--- src/rtl/control_sequencer_pkg.sv ---
// cpu_pkg: opcodes, IR field positions, T-step encoding and instruction classes shared by the control sequencer
package cpu_pkg;
    localparam int IR_OP_HI = 31;
    localparam int IR_OP_LO = 27;
    localparam int IR_RA_HI = 26;
    localparam int IR_RA_LO = 23;
    localparam int IR_RB_HI = 22;
    localparam int IR_RB_LO = 19;
    localparam int IR_RC_HI = 18;
    localparam int IR_RC_LO = 15;

    localparam logic [4:0] OP_ADD  = 5'b00101;
    localparam logic [4:0] OP_SUB  = 5'b00110;
    localparam logic [4:0] OP_AND  = 5'b00111;
    localparam logic [4:0] OP_OR   = 5'b01000;
    localparam logic [4:0] OP_SHR  = 5'b01001;
    localparam logic [4:0] OP_SHL  = 5'b01011;
    localparam logic [4:0] OP_ROR  = 5'b01100;
    localparam logic [4:0] OP_ROL  = 5'b01101;
    localparam logic [4:0] OP_MUL  = 5'b10001;
    localparam logic [4:0] OP_DIV  = 5'b10010;
    localparam logic [4:0] OP_NEG  = 5'b10011;
    localparam logic [4:0] OP_NOT  = 5'b10100;
    localparam logic [4:0] OP_NOP  = 5'b11010;
    localparam logic [4:0] OP_HALT = 5'b11011;

    typedef enum logic [2:0] {ST_T0, ST_T1, ST_T2, ST_T3, ST_T4, ST_T5, ST_T6, ST_HALT} t_step_e;

    typedef enum logic [2:0] {CLS_BIN, CLS_MULDIV, CLS_UNARY, CLS_NOP, CLS_HALT, CLS_ILLEGAL} t_class_e;

    function automatic t_class_e op_class(input logic [4:0] op);
        return op inside {OP_ADD, OP_SUB, OP_AND, OP_OR, OP_SHR, OP_SHL, OP_ROR, OP_ROL} ? CLS_BIN :
               op inside {OP_MUL, OP_DIV} ? CLS_MULDIV :
               op inside {OP_NEG, OP_NOT} ? CLS_UNARY :
               op == OP_NOP ? CLS_NOP :
               op == OP_HALT ? CLS_HALT : CLS_ILLEGAL;
    endfunction
endpackage

--- src/rtl/control_sequencer_if.sv ---
// control_sequencer_if: IR/memory status in, datapath strobes out
//   master: sequencer side (reads ir, mem_ready; drives strobes, alu_op, run, illegal, tstep)
//   slave : datapath side
interface control_sequencer_if #(
    parameter int NUM_REGS = 16,
    parameter int OPW      = 5
);
    logic [31:0]         ir;
    logic                mem_ready;
    logic [NUM_REGS-1:0] r_in;
    logic [NUM_REGS-1:0] r_out;
    logic                pc_out;
    logic                mdr_out;
    logic                zlow_out;
    logic                zhigh_out;
    logic                mar_in;
    logic                mdr_in;
    logic                ir_in;
    logic                pc_in;
    logic                hi_in;
    logic                lo_in;
    logic                y_en;
    logic                z_en;
    logic                pc_inc;
    logic                mdr_read;
    logic [OPW-1:0]      alu_op;
    logic                run;
    logic                illegal;
    logic [2:0]          tstep;

    modport master (
        input  ir, mem_ready,
        output r_in, r_out, pc_out, mdr_out, zlow_out, zhigh_out, mar_in, mdr_in, ir_in, pc_in,
               hi_in, lo_in, y_en, z_en, pc_inc, mdr_read, alu_op, run, illegal, tstep
    );

    modport slave (
        output ir, mem_ready,
        input  r_in, r_out, pc_out, mdr_out, zlow_out, zhigh_out, mar_in, mdr_in, ir_in, pc_in,
               hi_in, lo_in, y_en, z_en, pc_inc, mdr_read, alu_op, run, illegal, tstep
    );
endinterface

--- src/rtl/control_sequencer_reg_select_decoder.sv ---
// reg_select_decoder: 4-bit register index to NUM_REGS one-hot select, gated by en
//   en in 1, idx in 4, onehot out NUM_REGS (all zero for an index outside NUM_REGS)
module reg_select_decoder #(
    parameter int NUM_REGS = 16
) (
    input  logic                en,
    input  logic [3:0]          idx,
    output logic [NUM_REGS-1:0] onehot
);
    for (genvar i = 0; i < NUM_REGS; i++) begin : g_bit
        assign onehot[i] = en && (32'(idx) == i);
    end
endmodule

--- src/rtl/control_sequencer.sv ---
// control_sequencer: hardwired fetch/decode/execute control unit, one micro-step per clock
//   clk, clr (sync active-high reset); bus: control_sequencer_if.master (ir, mem_ready in; strobes out)
//   CONTROL_SEQUENCER_STEP_EN adds input step: T0 waits for step=1 before starting an instruction
module control_sequencer import cpu_pkg::*; #(
    parameter int NUM_REGS = 16,
    parameter int OPW      = 5
) (
    input  logic clk,
    input  logic clr,
`ifdef CONTROL_SEQUENCER_STEP_EN
    input  logic step,
`endif
    control_sequencer_if.master bus
);
    t_step_e  state, nxt;
    t_class_e cls;
    logic [4:0] opcode;
    logic [3:0] ra, rb, rc, rout_idx;
    logic go, act, is_bin, is_md, is_un;
    logic t0, t1, t2, t3, t4, t5, t6, alu_step, rout_en, rin_en;
    logic unused_ir;

    assign opcode    = bus.ir[IR_OP_HI:IR_OP_LO];
    assign ra        = bus.ir[IR_RA_HI:IR_RA_LO];
    assign rb        = bus.ir[IR_RB_HI:IR_RB_LO];
    assign rc        = bus.ir[IR_RC_HI:IR_RC_LO];
    assign unused_ir = ^bus.ir[IR_RC_LO-1:0];
    assign cls       = op_class(opcode);
    assign is_bin    = cls == CLS_BIN;
    assign is_md     = cls == CLS_MULDIV;
    assign is_un     = cls == CLS_UNARY;
    assign act       = !clr;

`ifdef CONTROL_SEQUENCER_STEP_EN
    assign go = state != ST_T0 || step;
`else
    assign go = 1'b1;
`endif

    always_ff @(posedge clk)
        state <= clr ? ST_T0 : nxt;

    always_comb begin
        nxt = state;
        case (state)
            ST_T0:   nxt = go ? ST_T1 : ST_T0;
            ST_T1:   nxt = bus.mem_ready ? ST_T2 : ST_T1;
            ST_T2:   nxt = ST_T3;
            ST_T3:   nxt = is_bin || is_md ? ST_T4 : is_un ? ST_T5 : cls == CLS_HALT ? ST_HALT : ST_T0;
            ST_T4:   nxt = ST_T5;
            ST_T5:   nxt = is_md ? ST_T6 : ST_T0;
            ST_T6:   nxt = ST_T0;
            default: nxt = ST_HALT;
        endcase
    end

    always_comb begin
        t0            = act && state == ST_T0 && go;
        t1            = act && state == ST_T1;
        t2            = act && state == ST_T2;
        t3            = act && state == ST_T3;
        t4            = act && state == ST_T4;
        t5            = act && state == ST_T5;
        t6            = act && state == ST_T6;
        // unary ops compute in T3; binary and mul/div compute in T4
        alu_step      = (t3 && is_un) || (t4 && (is_bin || is_md));
        rout_en       = (t3 && (is_bin || is_md || is_un)) || (t4 && (is_bin || is_md));
        rout_idx      = state == ST_T3 ? (is_md ? ra : rb) : (is_md ? rb : rc);
        rin_en        = t5 && (is_bin || is_un);
        bus.pc_out    = t0;
        bus.mar_in    = t0;
        bus.pc_inc    = t0;
        bus.z_en      = t0 || alu_step;
        bus.zlow_out  = t1 || t5;
        bus.pc_in     = t1;
        bus.mdr_read  = t1;
        bus.mdr_in    = t1;
        bus.mdr_out   = t2;
        bus.ir_in     = t2;
        bus.y_en      = t3 && (is_bin || is_md);
        bus.lo_in     = t5 && is_md;
        bus.zhigh_out = t6;
        bus.hi_in     = t6;
        bus.illegal   = t3 && cls == CLS_ILLEGAL;
        bus.alu_op    = alu_step ? OPW'(opcode) : '0;
        bus.run       = clr || (state != ST_HALT && go);
        bus.tstep     = act ? state : ST_T0;
    end

    reg_select_decoder #(.NUM_REGS(NUM_REGS)) u_rout (.en(rout_en), .idx(rout_idx), .onehot(bus.r_out));
    reg_select_decoder #(.NUM_REGS(NUM_REGS)) u_rin  (.en(rin_en),  .idx(ra),       .onehot(bus.r_in));
endmodule

--- src/flat_wrapper.sv ---
// flat-port wrapper written by rule: the top's interface ports become plain ports
module control_sequencer_flat import cpu_pkg::*;
#(
    parameter int NUM_REGS = 16,
    parameter int OPW      = 5
)
  (clk, clr, bus_ir, bus_mem_ready, bus_r_in, bus_r_out, bus_pc_out, bus_mdr_out, bus_zlow_out, bus_zhigh_out, bus_mar_in, bus_mdr_in, bus_ir_in, bus_pc_in, bus_hi_in, bus_lo_in, bus_y_en, bus_z_en, bus_pc_inc, bus_mdr_read, bus_alu_op, bus_run, bus_illegal, bus_tstep);
  control_sequencer_if #(.NUM_REGS(NUM_REGS), .OPW(OPW)) bus_i ();
  input  logic clk;
  input  logic clr;
  input wire logic [$bits(bus_i.ir)-1:0] bus_ir;
  input wire logic [$bits(bus_i.mem_ready)-1:0] bus_mem_ready;
  output wire logic [$bits(bus_i.r_in)-1:0] bus_r_in;
  output wire logic [$bits(bus_i.r_out)-1:0] bus_r_out;
  output wire logic [$bits(bus_i.pc_out)-1:0] bus_pc_out;
  output wire logic [$bits(bus_i.mdr_out)-1:0] bus_mdr_out;
  output wire logic [$bits(bus_i.zlow_out)-1:0] bus_zlow_out;
  output wire logic [$bits(bus_i.zhigh_out)-1:0] bus_zhigh_out;
  output wire logic [$bits(bus_i.mar_in)-1:0] bus_mar_in;
  output wire logic [$bits(bus_i.mdr_in)-1:0] bus_mdr_in;
  output wire logic [$bits(bus_i.ir_in)-1:0] bus_ir_in;
  output wire logic [$bits(bus_i.pc_in)-1:0] bus_pc_in;
  output wire logic [$bits(bus_i.hi_in)-1:0] bus_hi_in;
  output wire logic [$bits(bus_i.lo_in)-1:0] bus_lo_in;
  output wire logic [$bits(bus_i.y_en)-1:0] bus_y_en;
  output wire logic [$bits(bus_i.z_en)-1:0] bus_z_en;
  output wire logic [$bits(bus_i.pc_inc)-1:0] bus_pc_inc;
  output wire logic [$bits(bus_i.mdr_read)-1:0] bus_mdr_read;
  output wire logic [$bits(bus_i.alu_op)-1:0] bus_alu_op;
  output wire logic [$bits(bus_i.run)-1:0] bus_run;
  output wire logic [$bits(bus_i.illegal)-1:0] bus_illegal;
  output wire logic [$bits(bus_i.tstep)-1:0] bus_tstep;
  assign bus_i.ir = bus_ir;
  assign bus_i.mem_ready = bus_mem_ready;
  assign bus_r_in = bus_i.r_in;
  assign bus_r_out = bus_i.r_out;
  assign bus_pc_out = bus_i.pc_out;
  assign bus_mdr_out = bus_i.mdr_out;
  assign bus_zlow_out = bus_i.zlow_out;
  assign bus_zhigh_out = bus_i.zhigh_out;
  assign bus_mar_in = bus_i.mar_in;
  assign bus_mdr_in = bus_i.mdr_in;
  assign bus_ir_in = bus_i.ir_in;
  assign bus_pc_in = bus_i.pc_in;
  assign bus_hi_in = bus_i.hi_in;
  assign bus_lo_in = bus_i.lo_in;
  assign bus_y_en = bus_i.y_en;
  assign bus_z_en = bus_i.z_en;
  assign bus_pc_inc = bus_i.pc_inc;
  assign bus_mdr_read = bus_i.mdr_read;
  assign bus_alu_op = bus_i.alu_op;
  assign bus_run = bus_i.run;
  assign bus_illegal = bus_i.illegal;
  assign bus_tstep = bus_i.tstep;
  control_sequencer #(.NUM_REGS(NUM_REGS), .OPW(OPW)) u_core (.clk(clk), .clr(clr), .bus(bus_i));
endmodule
--- config.mk ---
export PLATFORM = sky130hd
export DESIGN_NAME = control_sequencer_flat
export DESIGN_NICKNAME = d
export VERILOG_FILES = /design/src/rtl/control_sequencer_pkg.sv /design/src/rtl/control_sequencer_if.sv /design/src/rtl/control_sequencer_reg_select_decoder.sv /design/src/rtl/control_sequencer.sv /design/src/flat_wrapper.sv
export SDC_FILE = /design/constraint.sdc
export NUM_CORES = 1
export LEC_CHECK = 0
export ABC_AREA = 1
export CORE_MARGIN = 1
export CORE_UTILIZATION = 36
export CTS_BUF_LIST = sky130_fd_sc_hd__clkbuf_4 sky130_fd_sc_hd__clkbuf_8
export DETAILED_ROUTE_END_ITERATION = 7
export GPL_TIMING_DRIVEN = 0
export PLACE_DENSITY = 0.95
export REMOVE_ABC_BUFFERS = 1
export SLEW_MARGIN = 10
export SYNTH_ARGS = -nofsm -noshare
export SYNTH_HDL_FRONTEND = slang
export SYNTH_SLANG_ARGS = --single-unit
--- constraint.sdc ---
create_clock -name clk -period 2.8 [get_ports clk]
set_input_delay 0.28 -clock clk [delete_from_list [all_inputs] [get_ports clk]]
set_output_delay 0.28 -clock clk [all_outputs]
set_load 0.005 [all_outputs]
Yosys cells after proc, flatten, opt, wreduce, memory -nomap -nowiden
Index checks and enable logic that the tools add are counted.
{"block": "word_totals", "ff_bits": 3, "word_cells": 134, "out_inout_bits": 56, "inputBits": 35}
{"block": "op_classes", "n_reduce_logical": 62, "eq_ne": 55, "muxes": 16}
{"cell": "4-bit == test, second input constant", "n": 16}
{"cell": "1-bit logical AND", "n": 46}
{"cell": "4-bit by 3-bit == test with 1-bit output, second input constant", "n": 8}
{"cell": "5-bit == test, second input constant", "n": 6}
{"cell": "3-bit two-way mux", "n": 9}
{"cell": "5-bit by 4-bit == test with 1-bit output, second input constant", "n": 5}
{"cell": "3-bit one-hot mux with 7 select lines", "n": 1}
{"cell": "4-bit by 2-bit == test with 1-bit output, second input constant", "n": 4}
{"cell": "3-bit == test, second input constant", "n": 5}
{"cell": "5-bit by 3-bit == test with 1-bit output, second input constant", "n": 3}
{"cell": "4-bit two-way mux", "n": 3}
{"cell": "3-bit by 2-bit == test with 1-bit output, second input constant", "n": 3}
{"cell": "4-bit by 1-bit == test with 1-bit output, second input constant", "n": 2}
{"cell": "4-bit zero test", "n": 2}
{"cell": "1-bit logical OR", "n": 8}
{"cell": "8-bit nonzero test", "n": 1}
{"cell": "3-bit by 1-bit == test with 1-bit output, second input constant", "n": 2}
{"cell": "3-bit zero test", "n": 2}
{"cell": "5-bit two-way mux", "n": 1}
{"cell": "2-bit nonzero test", "n": 2}
{"cell": "3-bit != test, second input constant", "n": 1}
{"cell": "2-bit two-way mux", "n": 1}
{"cell": "1-bit zero test", "n": 1}
{"cell": "1-bit two-way mux", "n": 1}

Logic depth before layout (Yosys ltp)
{"block": "logic_depth", "word_depth": 12, "mapped_depth": 12, "ltp_nobuf": 11}

Hierarchy
Synthesis repeated with hierarchy kept, for this count alone.
{"block": "hier_totals", "hier_cells": 182, "area_unflattened_um2": 912.1}
{"mod": "control_sequencer", "area_per_inst_um2": 659.4, "instances": 1, "cells_each": 118, "seq_area_each_um2": 60.1}
{"mod": "reg_select_decoder", "area_per_inst_um2": 126.4, "instances": 2, "cells_each": 32, "seq_area_each_um2": 0.0}

Worst setup path before layout
Ideal clock, no wire load.
{"block": "synth_path", "path_kind": "register to output", "start": "register u_core.state[0]", "end": "output bus_r_out[0]", "t_required_ns": 2.520, "setup_slack_ns": 1.246, "n_path_buf": 1, "arrival_time_ns": 1.274, "path_stages_with_launch": 10, "path_cell_list": "dfxtp_1 -> buf_2 -> inv_1 -> nor3_4 -> inv_2 -> nor2_8 -> nand2_4 -> nand3_4 -> nand2_2 -> nor2_1"}
{"block": "synth_between", "elab_chain_len": 5, "word_cells_on_any_way": 10, "classes_between": "2 x eq/ne; 1 x mux; 7 x reduce/logical"}
{"element": "start: declaration", "line_no": "control_sequencer.sv:15", "source": "t_step_e state, nxt;"}
{"element": "start signal: assignment", "line_no": "control_sequencer.sv:41", "source": "state <= clr ? ST_T0 : nxt;"}
{"element": "branches (longest 4 deep; another with 4-bit two-way mux)"}
{"element": "1-bit logical AND *", "line_no": "control_sequencer_reg_select_decoder.sv:11", "source": "assign onehot[i] = en && (32'(idx) == i);"}
{"element": "end: declaration", "line_no": "flat_wrapper.sv:14", "source": "output wire logic [$bits(bus_i.r_out)-1:0] bus_r_out;"}
Mark *: on every way between the ends.

Worst setup path after layout
{"block": "layout_path", "start": "input bus_ir[29]", "end": "output bus_r_in[14]"}
{"block": "layout_between", "elab_chain_len": 10, "word_cells_on_any_way": 27, "classes_between": "15 x eq/ne; 5 x mux; 7 x reduce/logical"}
{"element": "start: declaration", "line_no": "flat_wrapper.sv:11", "source": "input wire logic [$bits(bus_i.ir)-1:0] bus_ir;"}
{"element": "5-bit == test", "line_no": "control_sequencer_pkg.sv:36", "source": "op == OP_HALT ? CLS_HALT : CLS_ILLEGAL;"}
{"element": "1-bit two-way mux", "line_no": "control_sequencer_pkg.sv:36"}
{"element": "3-bit two-way mux", "line_no": "control_sequencer_pkg.sv:35", "source": "op == OP_NOP ? CLS_NOP :"}
{"element": "3-bit two-way mux", "line_no": "control_sequencer_pkg.sv:34", "source": "op inside {OP_NEG, OP_NOT} ? CLS_UNARY :"}
{"element": "3-bit two-way mux", "line_no": "control_sequencer_pkg.sv:33", "source": "op inside {OP_MUL, OP_DIV} ? CLS_MULDIV :"}
{"element": "3-bit two-way mux *", "line_no": "control_sequencer_pkg.sv:32", "source": "return op inside {OP_ADD, OP_SUB, OP_AND, OP_OR, OP_SHR, OP_SHL, OP_ROR, OP_ROL} ? CLS_BIN :"}
{"element": "3-bit by 2-bit == test with 1-bit output / 3-bit zero test (equally long branches)", "line_no": "control_sequencer.sv:31, control_sequencer.sv:29"}
{"element": "1-bit logical OR *", "line_no": "control_sequencer.sv:69", "source": "rin_en = t5 && (is_bin || is_un);"}
{"element": "1-bit logical AND *", "line_no": "control_sequencer.sv:69"}
{"element": "1-bit logical AND *", "line_no": "control_sequencer_reg_select_decoder.sv:11"}
{"element": "end: declaration", "line_no": "flat_wrapper.sv:13", "source": "output wire logic [$bits(bus_i.r_in)-1:0] bus_r_in;"}
Mark *: on every way between the ends. The rest lies on a longest branch, timed or not.

==> key figures <==
Setup path
  – Crit path arrival time: between 2 and 2.5 ns
  – Startpoint Class: input port
  – Critical path data required time: around 2.5 ns
  – Crit path kind: in -> out
  – Worst Setup End Kind: output port
  – CP Max Fanout: 4

Floorplan
  – I/O pins: about 90
  – Site row count: 19
  – Die area: ~3200 µm²
  – Die Ht: approximately 56 µm
  – DIE WIDTH: ~56 µm
  – Core Area: between 2000 and 3000 µm²
  – Starting Density: between 30% and 40%

Placed design
  – Dpl hpwl: 2630 µm
  – Pre-CTS setup slack: -0.00988 ns
  – GP Congestion: just under 0.8
  – Port Buf Inserts: 75

Global routing
  – Antenna violations before repair: 0
  – GRT Residual Overflow: 0
  – Largest net degree at the start of global routing: 21
  – Vias in the first global route: 1330
  – First-pass GRT wire length: about 5500 µm
  – GRT Overall Usage: a little over a fifth

Clock tree
  – Total CTS buffers: 3
  – Hold_buf cts: 0
  – Clk_lat worst skew: between 0.2 and 0.25 ns
  – Clock sink total: 3
  – CTS tree: yes
  – Root Buffer: clkbuf_4
  – CTS max path bufs: 2
  – H-tree levels: 1
  – Worst-path clk slew: ~0.040 ns

Synthesis
  – Synth top area share: between 20% and 30%
  – Synth Register Bits: 3
  – Post-synth cell types: 27
  – Syn avg cell area: 4.98 µm²
  – Post-Synthesis Cells: around 210
  – Synth area leaders: nand2_1, nor2_1, nand3_1
  – Sequential fraction of the synthesis area: 5.64%
  – Area leader, netlist: nand2_1
  – YS warnings: 0
  – Post-Syn Area: approximately 1100 µm²

Timing
  – Headroom to the max-slew limit: 62.0%
  – Post-route setup slack: 0.110 ns
  – Final setup viols: 0
  – Post-route clock skew: between 0.006 and 0.007 ns
  – Worst-Margin Slew: 0.569 ns
  – Max Clk Rate: approximately 370 MHz
  – Slew Viols, Final: 0
  – Final hold vios: 0
  – Final min period: 2.69 ns
  – Final Cycle Share: a little over nine tenths
  – Hold Slack: about 0.63 ns
  – Unrepaired setup endpoints after global routing: true

Drt
  – Vias per inst: between 5 and 6
  – First-pass DRT Iterations: 4
  – Final wirelength: 3480 µm
  – DRT antenna net count: 0
  – Wire length per cell: 11.0 µm
  – DR iter-0 viols: 69
  – # DRC: 0
  – Vias: approximately 1600

Status
  – Status: finished clean

Layout
  – Layout cells sized above 1: about a tenth
  – Area of the multi-input gates: 843 µm²
  – Most frequent cells in the layout: clkdlybuf4s50_1, nand2_1, nor2_1
  – FILL cells: roughly 240
  – FF/Latch Area: roughly 60 µm²
  – Nets: between 300 and 400
  – Max FFs per register: 3
  – Fin util: 66.9%
  – Largest Register: u_core.state
  – Leading cell type in the layout, fill and taps excluded: clkdlybuf4s50_1
  – # diodes: 0
  – Synth-to-Final Area Change: 74.7%
  – Largest regs: u_core.state: 3 flops

Power
  – Worst IR Drop VDD: between 0.00015 and 0.0002 V
  – Leakage: between 0.8 and 0.9 nW
  – Pwr Density: 168 nW/µm²

Job
  – MaxCap Viol Count: 0

Hold path
  – Hold WC Path Type: in -> reg
==> per-stage QoR <==
step / instances / TNS [ns] / power, W / instance area (µm²)
global placement: 308 / 0 / 0.000208 / 1770
floorplan: 202 / 0 / 0.000136 / 982
CTS: 313 / 0 / 0.000306 / 1810
detailed placement: 308 / -0.00988 / 0.000212 / 1770
global route: 316 / -0.0429 / 0.000342 / 1860
finish: 316 / 0 / 0.000312 / 1860
==> timing repair <==
item,4_1_cts,5_1_grt
buffers inserted,1,3
resized for setup,1,7
setup endpoints to repair,9,25
pin swaps,1,3
gates cloned,0,0
==> cells in the mapped netlist <==
master and n:
a21oi_1 7, a21oi_2 1, a31oi_1 2, buf_2 3, buf_4 7, buf_6 1, clkbuf_1 1, dfxtp_1 3
inv_1 22, inv_2 4, nand2_1 57, nand2_2 8, nand2_4 1, nand3_1 27, nand3_4 1, nand3b_1 1
nand4_1 2, nor2_1 50, nor2_2 1, nor2_8 2, nor3_1 2, nor3_4 1, nor4_1 3, o211ai_1 2
o21ai_0 2, o21ai_1 2, or2_2 1
==> layout make-up <==
type                    count  share of cell area [%]
inverters                  26                    5.38
multi-input cells         173                    45.3
repair buffers             79                    42.4
clock buffers               4                    1.61
flip-flops and latches      3                    3.23
well taps                  31                    2.08
==> layer usage <==
layer  share of wire (%)  wire length [µm]  vias up  GRT usage (%)
met4                 2.4                82        0           14.3
met2                  51              1760       64           36.2
li1                    -                 -      816              -
met5                   0                 0        -              0
met3                 6.6               230        9           6.22
met1                  40              1400      722           23.6
==> critical path: stages <==
cell	delay (ns)
clkdlybuf4s50_1	0.56
inv_1	0.08
nor2_1	0.14
nand2_1	0.07
nand2_1	0.07
nand2_1	0.10
a21oi_2	0.24
nand3_1	0.18
nor2_1	0.16
clkdlybuf4s50_1	0.54
==> cell families after synthesis <==
kind of cell	synth area share [%]
and+or+nand+nor	68.9
AOI/OAI and AO/OA	8.58
buffers and inverters	16.9
DFF	5.64
==> power breakdown <==
part	internal [W]	switching [W]
Sequential	0.0000457	0.00000578
Combinational	0.0000782	0.0000926
Clock	0.0000633	0.0000261
Total	0.000187	0.000124
==> path summary, 6_finish.rpt <==
check,from,to,slack (ns),cells past startpoint
worst min register to register,u_core.state[1],u_core.state[1],0.72,4
worst max-delay path,bus_ir[29],bus_r_in[14],0.11,10
worst max register to register,u_core.state[0],u_core.state[0],1.30,5
worst min-delay path,clr,u_core.state[0],0.63,2
Note: power is estimated with default switching activity, not from simulation.
